<file path="src/rtl/lsu_stage_if.sv">
// Signal bundle between the load/store stage and its neighbours: EXU input side,
// data-memory req/gnt/rvalid bus and writeback output side.
interface lsu_stage_if #(
    parameter int unsigned DATA_WIDTH = 32,
    parameter int unsigned RD_WIDTH   = 5
);
    logic                  ex_valid;
    logic                  ex_ready;
    logic [DATA_WIDTH-1:0] ALUResult;
    logic [DATA_WIDTH-1:0] RD2;
    logic                  MemRead;
    logic                  MemWrite;
    logic [2:0]            Funct3;
    logic                  RegWrite_in;
    logic [RD_WIDTH-1:0]   Rd_in;

    logic                  mem_req;
    logic                  mem_we;
    logic [DATA_WIDTH-1:0] mem_addr;
    logic [DATA_WIDTH-1:0] mem_wdata;
    logic [3:0]            mem_wstrb;
    logic                  mem_gnt;
    logic                  mem_rvalid;
    logic [DATA_WIDTH-1:0] mem_rdata;

    logic                  wb_valid;
    logic                  wb_ready;
    logic [DATA_WIDTH-1:0] WBData;
    logic                  RegWrite_out;
    logic [RD_WIDTH-1:0]   Rd_out;
    logic                  Misalign;

    // The stage itself.
    modport slave (
        input  ex_valid, ALUResult, RD2, MemRead, MemWrite, Funct3, RegWrite_in, Rd_in,
               mem_gnt, mem_rvalid, mem_rdata, wb_ready,
        output ex_ready, mem_req, mem_we, mem_addr, mem_wdata, mem_wstrb,
               wb_valid, WBData, RegWrite_out, Rd_out, Misalign
    );

    // The surrounding pipeline and memory.
    modport master (
        output ex_valid, ALUResult, RD2, MemRead, MemWrite, Funct3, RegWrite_in, Rd_in,
               mem_gnt, mem_rvalid, mem_rdata, wb_ready,
        input  ex_ready, mem_req, mem_we, mem_addr, mem_wdata, mem_wstrb,
               wb_valid, WBData, RegWrite_out, Rd_out, Misalign
    );
endinterface

</file>
<file path="src/rtl/lsu_stage.sv">
// Load/store stage between EXU and WBU: one data-memory transaction per instruction,
// load lane select and extension, single registered result towards writeback.
module lsu_stage #(
    parameter int unsigned DATA_WIDTH = 32,
    parameter int unsigned RD_WIDTH   = 5
) (
    input logic        clk,
    input logic        rstn,
    lsu_stage_if.slave bus
);
    typedef enum logic [1:0] {StIdle, StReq, StResp, StDone} state_e;

    state_e                state_q, state_d;
    logic [DATA_WIDTH-1:0] alu_q, alu_d;
    logic [DATA_WIDTH-1:0] rd2_q, rd2_d;
    logic [DATA_WIDTH-1:0] wbdata_q, wbdata_d;
    logic [2:0]            funct3_q, funct3_d;
    logic [RD_WIDTH-1:0]   rd_q, rd_d;
    logic                  store_q, store_d;
    logic                  regwrite_q, regwrite_d;
    logic                  misalign_q, misalign_d;

    logic                  in_mem;
    logic                  in_misalign;
    logic                  in_req;
    logic                  in_done;
    logic [3:0]            strb;
    logic [DATA_WIDTH-1:0] lane_wdata;
    logic [DATA_WIDTH-1:0] rdata_shift;
    logic [DATA_WIDTH-1:0] load_data;

    // Access size comes from Funct3[1:0]; the unused codes behave as word.
    always_comb begin
        in_mem = bus.MemRead | bus.MemWrite;
        case (bus.Funct3[1:0])
            2'b00:   in_misalign = 1'b0;
            2'b01:   in_misalign = bus.ALUResult[0];
            default: in_misalign = |bus.ALUResult[1:0];
        endcase
        in_misalign = in_misalign & in_mem;
    end

    always_comb begin
        strb       = 4'b1111;
        lane_wdata = rd2_q;
        case (funct3_q[1:0])
            2'b00: begin
                strb       = 4'b0001 << alu_q[1:0];
                lane_wdata = {4{rd2_q[7:0]}};
            end
            2'b01: begin
                strb       = alu_q[1] ? 4'b1100 : 4'b0011;
                lane_wdata = {2{rd2_q[15:0]}};
            end
            default: ;
        endcase
    end

    // Funct3[2] set means the unsigned variant.
    always_comb begin
        rdata_shift = bus.mem_rdata >> {alu_q[1:0], 3'b000};
        case (funct3_q[1:0])
            2'b00: load_data = funct3_q[2]
                ? {{(DATA_WIDTH-8){1'b0}}, rdata_shift[7:0]}
                : {{(DATA_WIDTH-8){rdata_shift[7]}}, rdata_shift[7:0]};
            2'b01: load_data = funct3_q[2]
                ? {{(DATA_WIDTH-16){1'b0}}, rdata_shift[15:0]}
                : {{(DATA_WIDTH-16){rdata_shift[15]}}, rdata_shift[15:0]};
            default: load_data = bus.mem_rdata;
        endcase
    end

    always_comb begin
        state_d    = state_q;
        alu_d      = alu_q;
        rd2_d      = rd2_q;
        wbdata_d   = wbdata_q;
        funct3_d   = funct3_q;
        rd_d       = rd_q;
        store_d    = store_q;
        regwrite_d = regwrite_q;
        misalign_d = misalign_q;
        case (state_q)
            StIdle: begin
                if (bus.ex_valid) begin
                    alu_d      = bus.ALUResult;
                    rd2_d      = bus.RD2;
                    funct3_d   = bus.Funct3;
                    rd_d       = bus.Rd_in;
                    store_d    = bus.MemWrite;
                    misalign_d = in_misalign;
                    regwrite_d = bus.RegWrite_in & ~in_misalign & ~bus.MemWrite;
                    wbdata_d   = bus.ALUResult;
                    state_d    = (in_misalign || !in_mem) ? StDone : StReq;
                end
            end
            StReq: begin
                if (bus.mem_gnt) begin
                    state_d = store_q ? StDone : StResp;
                end
            end
            StResp: begin
                if (bus.mem_rvalid) begin
                    wbdata_d = load_data;
                    state_d  = StDone;
                end
            end
            StDone: begin
                if (bus.wb_ready) begin
                    state_d = StIdle;
                end
            end
            default: state_d = StIdle;
        endcase
    end

    always_ff @(posedge clk or negedge rstn) begin
        if (!rstn) begin
            state_q    <= StIdle;
            alu_q      <= '0;
            rd2_q      <= '0;
            wbdata_q   <= '0;
            funct3_q   <= '0;
            rd_q       <= '0;
            store_q    <= 1'b0;
            regwrite_q <= 1'b0;
            misalign_q <= 1'b0;
        end else begin
            state_q    <= state_d;
            alu_q      <= alu_d;
            rd2_q      <= rd2_d;
            wbdata_q   <= wbdata_d;
            funct3_q   <= funct3_d;
            rd_q       <= rd_d;
            store_q    <= store_d;
            regwrite_q <= regwrite_d;
            misalign_q <= misalign_d;
        end
    end

    assign in_req  = (state_q == StReq);
    assign in_done = (state_q == StDone);

    assign bus.ex_ready     = (state_q == StIdle);
    assign bus.mem_req      = in_req;
    assign bus.mem_we       = in_req & store_q;
    assign bus.mem_addr     = in_req ? {alu_q[DATA_WIDTH-1:2], 2'b00} : '0;
    assign bus.mem_wdata    = (in_req && store_q) ? lane_wdata : '0;
    assign bus.mem_wstrb    = (in_req && store_q) ? strb : 4'b0000;
    assign bus.wb_valid     = in_done;
    assign bus.WBData       = wbdata_q;
    assign bus.RegWrite_out = in_done & regwrite_q;
    assign bus.Rd_out       = rd_q;
    assign bus.Misalign     = in_done & misalign_q;
endmodule

</file>
<file path="src/flat_wrapper.sv">
// flat-port wrapper written by rule: the top's interface ports become plain ports
module lsu_stage_flat 
#(
    parameter int unsigned DATA_WIDTH = 32,
    parameter int unsigned RD_WIDTH   = 5
)
  (clk, rstn, bus_ex_valid, bus_ALUResult, bus_RD2, bus_MemRead, bus_MemWrite, bus_Funct3, bus_RegWrite_in, bus_Rd_in, bus_mem_gnt, bus_mem_rvalid, bus_mem_rdata, bus_wb_ready, bus_ex_ready, bus_mem_req, bus_mem_we, bus_mem_addr, bus_mem_wdata, bus_mem_wstrb, bus_wb_valid, bus_WBData, bus_RegWrite_out, bus_Rd_out, bus_Misalign);
  lsu_stage_if #(.DATA_WIDTH(DATA_WIDTH), .RD_WIDTH(RD_WIDTH)) bus_i ();
  input logic clk;
  input logic rstn;
  input wire logic [$bits(bus_i.ex_valid)-1:0] bus_ex_valid;
  input wire logic [$bits(bus_i.ALUResult)-1:0] bus_ALUResult;
  input wire logic [$bits(bus_i.RD2)-1:0] bus_RD2;
  input wire logic [$bits(bus_i.MemRead)-1:0] bus_MemRead;
  input wire logic [$bits(bus_i.MemWrite)-1:0] bus_MemWrite;
  input wire logic [$bits(bus_i.Funct3)-1:0] bus_Funct3;
  input wire logic [$bits(bus_i.RegWrite_in)-1:0] bus_RegWrite_in;
  input wire logic [$bits(bus_i.Rd_in)-1:0] bus_Rd_in;
  input wire logic [$bits(bus_i.mem_gnt)-1:0] bus_mem_gnt;
  input wire logic [$bits(bus_i.mem_rvalid)-1:0] bus_mem_rvalid;
  input wire logic [$bits(bus_i.mem_rdata)-1:0] bus_mem_rdata;
  input wire logic [$bits(bus_i.wb_ready)-1:0] bus_wb_ready;
  output wire logic [$bits(bus_i.ex_ready)-1:0] bus_ex_ready;
  output wire logic [$bits(bus_i.mem_req)-1:0] bus_mem_req;
  output wire logic [$bits(bus_i.mem_we)-1:0] bus_mem_we;
  output wire logic [$bits(bus_i.mem_addr)-1:0] bus_mem_addr;
  output wire logic [$bits(bus_i.mem_wdata)-1:0] bus_mem_wdata;
  output wire logic [$bits(bus_i.mem_wstrb)-1:0] bus_mem_wstrb;
  output wire logic [$bits(bus_i.wb_valid)-1:0] bus_wb_valid;
  output wire logic [$bits(bus_i.WBData)-1:0] bus_WBData;
  output wire logic [$bits(bus_i.RegWrite_out)-1:0] bus_RegWrite_out;
  output wire logic [$bits(bus_i.Rd_out)-1:0] bus_Rd_out;
  output wire logic [$bits(bus_i.Misalign)-1:0] bus_Misalign;
  assign bus_i.ex_valid = bus_ex_valid;
  assign bus_i.ALUResult = bus_ALUResult;
  assign bus_i.RD2 = bus_RD2;
  assign bus_i.MemRead = bus_MemRead;
  assign bus_i.MemWrite = bus_MemWrite;
  assign bus_i.Funct3 = bus_Funct3;
  assign bus_i.RegWrite_in = bus_RegWrite_in;
  assign bus_i.Rd_in = bus_Rd_in;
  assign bus_i.mem_gnt = bus_mem_gnt;
  assign bus_i.mem_rvalid = bus_mem_rvalid;
  assign bus_i.mem_rdata = bus_mem_rdata;
  assign bus_i.wb_ready = bus_wb_ready;
  assign bus_ex_ready = bus_i.ex_ready;
  assign bus_mem_req = bus_i.mem_req;
  assign bus_mem_we = bus_i.mem_we;
  assign bus_mem_addr = bus_i.mem_addr;
  assign bus_mem_wdata = bus_i.mem_wdata;
  assign bus_mem_wstrb = bus_i.mem_wstrb;
  assign bus_wb_valid = bus_i.wb_valid;
  assign bus_WBData = bus_i.WBData;
  assign bus_RegWrite_out = bus_i.RegWrite_out;
  assign bus_Rd_out = bus_i.Rd_out;
  assign bus_Misalign = bus_i.Misalign;
  lsu_stage #(.DATA_WIDTH(DATA_WIDTH), .RD_WIDTH(RD_WIDTH)) u_core (.clk(clk), .rstn(rstn), .bus(bus_i));
endmodule
</file>
<file path="config.mk">
export PLATFORM = sky130hd
export DESIGN_NAME = lsu_stage_flat
export DESIGN_NICKNAME = d
export VERILOG_FILES = /design/src/rtl/lsu_stage_if.sv /design/src/rtl/lsu_stage.sv /design/src/flat_wrapper.sv
export SDC_FILE = /design/constraint.sdc
export NUM_CORES = 1
export LEC_CHECK = 0
export ABC_AREA = 1
export BUFFER_PORTS_ARGS = -buffer_cell sky130_fd_sc_hd__clkbuf_2
export CORE_MARGIN = 10
export CORE_UTILIZATION = 50
export DETAILED_ROUTE_END_ITERATION = 8
export HOLD_SLACK_MARGIN = 0.02
export PLACE_DENSITY = 0.8
export SYNTH_ARGS = -nofsm -noshare
export SYNTH_HDL_FRONTEND = slang
export SYNTH_SLANG_ARGS = --single-unit
export TNS_END_PERCENT = 20
</file>
<file path="constraint.sdc">
create_clock -name clk -period 1.8 [get_ports clk]
set_input_delay 0.18 -clock clk [delete_from_list [all_inputs] [get_ports clk]]
set_output_delay 0.18 -clock clk [all_outputs]
set_load 0.02 [all_outputs]
</file>
==> flow_summary.yaml <==
placement:
  hpwl_mm: 15.5
  routabilityCongestion: 0.939
  portBuffers: 221
synthesis:
  yosysTopAreaCell: "dfrtp_1"
  synth_warnings: 0
  ys_ff_latch: 109
  synth.top_cell.area_share: 0.449
  ys_top_cells_by_area: "dfrtp_1 (45%), nand2_1 (25%), nor2_1 (5.9%)"
  netlist_area_um2: 6070
  synth.yosys.seq_area_share: 0.449
  synth.distinct_cells: 25
  synthCells: 898
  synth_area_per_cell_um2: 6.76
critical_path:
  critPathCaptureType: "output port"
  cp.arrival_ps: 1750
  worstPathRequired_ps: 1620
  cp_cell_sequence: "inv_2, ha_4, nand2_8, inv_6, o21ai_1, o21ai_2, o221a_2, clkbuf_8"
  crit_path_start_kind: "register"
  path_buf_inv: 3
  critPathMaxStageDelay_ps: 390
  critPathKind: "register to output port"
  critPathTopFamily: "compound AO/OA/AOI/OAI gates"
  path_max_fanout: 6
  slowest_stage: "dfrtp_1"
routing:
  num_vias: 6632
  wl_per_cell_um: 16.9
  dr.pass1.iters: 4
  drc: 0
  via_per_inst: 5.19
  drt-total-wl_mm: 21.6
  drt_iter0_markers: 491
  drtAntennaViolNets: 0
pwr:
  cellLeakagePower_nw: 4.87
  p_comb_frac: 0.585
  p_sw_mw: 7.66
  power_frac_seq: 0.278
  power_density_nw_per_um2: 1930
  ir_drop_mv: 1.23
  p_int_mw: 8.30
  swShare: 0.480
  clockPowerShare: 0.137
global_routing:
  antenna_found_initial: 0
  grt_usage: 0.245
  gr-total-overflow: 0
  grt_max_degree: 51
  grt_pass1_wl_mm: 32.9
  grt_pass1_vias: 6453
die:
  core_area_um2: 12000
  dieArea_um2: 16900
  die_h_um: 130
  initial_core_util: 0.507
  ios: 224
  die_w_um: 130
  placementRows: 40
clocking:
  clock-sinks: 109
  cts_tree: "yes"
  clockBufferDepth: 2
  clkSlewWorstSetupHoldPaths_ps: 70
  clockRootBuffer: "clkbuf_16"
  cts_buffers: 9
  h-tree-depth: 3
  clk_latency_ps: 350
layout:
  finalCoreUtilization: 0.693
  final_cell_mix: "nand2_1 (409), clkbuf_2 (192), dfrtp_1 (108)"
  layout_commonest_cell: "nand2_1"
  drive_gt1_frac: 0.289
  num_antenna_cells: 0
  multiInputGateArea_um2: 2950
  fillers: 995
  syn_to_final_growth_pct: 36.5
  nets: 1244
  register_area_um2: 2730
sta:
  whs_ps: 27.8
  setup_ws_ps: -131
  clock_skew_ps: 8.64
  layout_min_cycle_time_ps: 1930
  fmax_mhz: 518
  slew_violations: 0
  rsz0062_at_grt: "true"
  setup_viol: 40
  period_share: 1.07
  hold_viol: 0
run:
  cap_viol_max_count: 0
outcome:
  failed_checks: "setup timing"
  outcome: "complete, but fails checks"
min_path:
  worstHoldPathType: "input pin to register"
## kinds of logic after synthesis
group / count (synthesis) / synth area share
and+or+nand+nor: 573 / 0.371
buffers and inverters: 125 / 0.0895
DFF: 109 / 0.449
AOI/OAI and AO/OA: 86 / 0.0812
adders and majority gates: 4 / 0.00825
other: 1 / 0.000618
## flip-flops by register name, indices dropped and copies added (netlist names)
name / count
u_core.alu_q: 32
u_core.bus.Rd_out: 5
u_core.bus.WBData: 32
u_core.funct3_q: 3
u_core.misalign_q: 1
u_core.rd2_q: 32
u_core.regwrite_q: 1
u_core.state_q: 2
u_core.store_q: 1
## cells in the mapped netlist (all sizes together)
cell	n
buf	36
a21oi	29
o21ai	46
nor2	98
or2	1
inv	70
o2111ai	1
conb	1
dfrtp	109
nand3	59
nand2	413
ha	4
o221a	7
clkbuf	19
nor3	2
o22ai	3
## final cells by class
class / count / share of cell area
clock buffer: 13 / 0.0314
clock inverter: 3 / 0.00815
inverter: 70 / 0.0323
multi-input combinational: 665 / 0.356
sequential: 109 / 0.329
tap: 147 / 0.0222
timing repair buffer: 271 / 0.219
timing repair inverter: 1 / 0.000906
## power groups by stage
| stage | combinational [mW] | clock (mW) | sequential (mW) |
|---|---|---|---|
| global route | 10.3 | 2.31 | 4.55 |
| detailed placement | 8.22 | 0 | 4.40 |
| floorplan | 5.27 | 0 | 4.70 |
| CTS | 8.81 | 2.22 | 4.41 |
| finish | 9.33 | 2.19 | 4.44 |
| global placement | 8.08 | 0 | 4.40 |
## per-stage QoR
| step | cell area, um^2 | power (mW) | instances | setup TNS (ps) | setup WS [ps] |
|---|---|---|---|---|---|
| floorplan | 6100 | 9.97 | 899 | -47.6 | -23.8 |
| finish | 8290 | 16.0 | 1279 | -1530 | -131 |
| global route | 8290 | 17.2 | 1279 | -4790 | -205 |
| detailed placement | 7410 | 12.6 | 1240 | 0 | 58.6 |
| CTS | 8100 | 15.4 | 1273 | -1550 | -77.8 |
| global placement | 7410 | 12.5 | 1240 | 0 | 112 |
## worst reg2reg max path: cells and delay by family, from the launching register on
family	cells	cell delay, ps
buf+inv	2	330
compound gates	2	220
fa+ha+maj	1	270
simple gates	4	440
flops	1	430
## path summary, 6_finish.rpt
path	from	end	slack (ps)	cells after the start
worst max register to register	u_core.state_q[0]	u_core.bus.WBData[21]	60	9
min in group asynchronous	rstn	u_core.rd2_q[18]	320	2
worst min-delay path	bus_RD2[18]	u_core.rd2_q[18]	30	3
worst max-delay path	u_core.state_q[1]	bus_mem_wdata[29]	-130	8
max in group asynchronous	rstn	u_core.bus.WBData[20]	860	3
worst min register to register	u_core.alu_q[23]	u_core.alu_q[23]	480	2
## metal layers
layer  GRT usage  wire length, um  vias up
met1       0.310             8730     3062
met4       0.121              914        0
met5           0                0        -
li1            -                -     3224
met2       0.378            10000      282
met3      0.0702             1910       64
## timing repair
item | 4_1_cts | 5_1_grt
hold buffers | 12 | 0
gates cloned | 1 | 1
pin swaps | 0 | 1
buffers inserted | 4 | 5
hold endpoints to repair | 33 | 0
gates resized for setup | 68 | 57
endpoints found under the setup margin | 52 | 78
(Power assumes the default switching activity.)
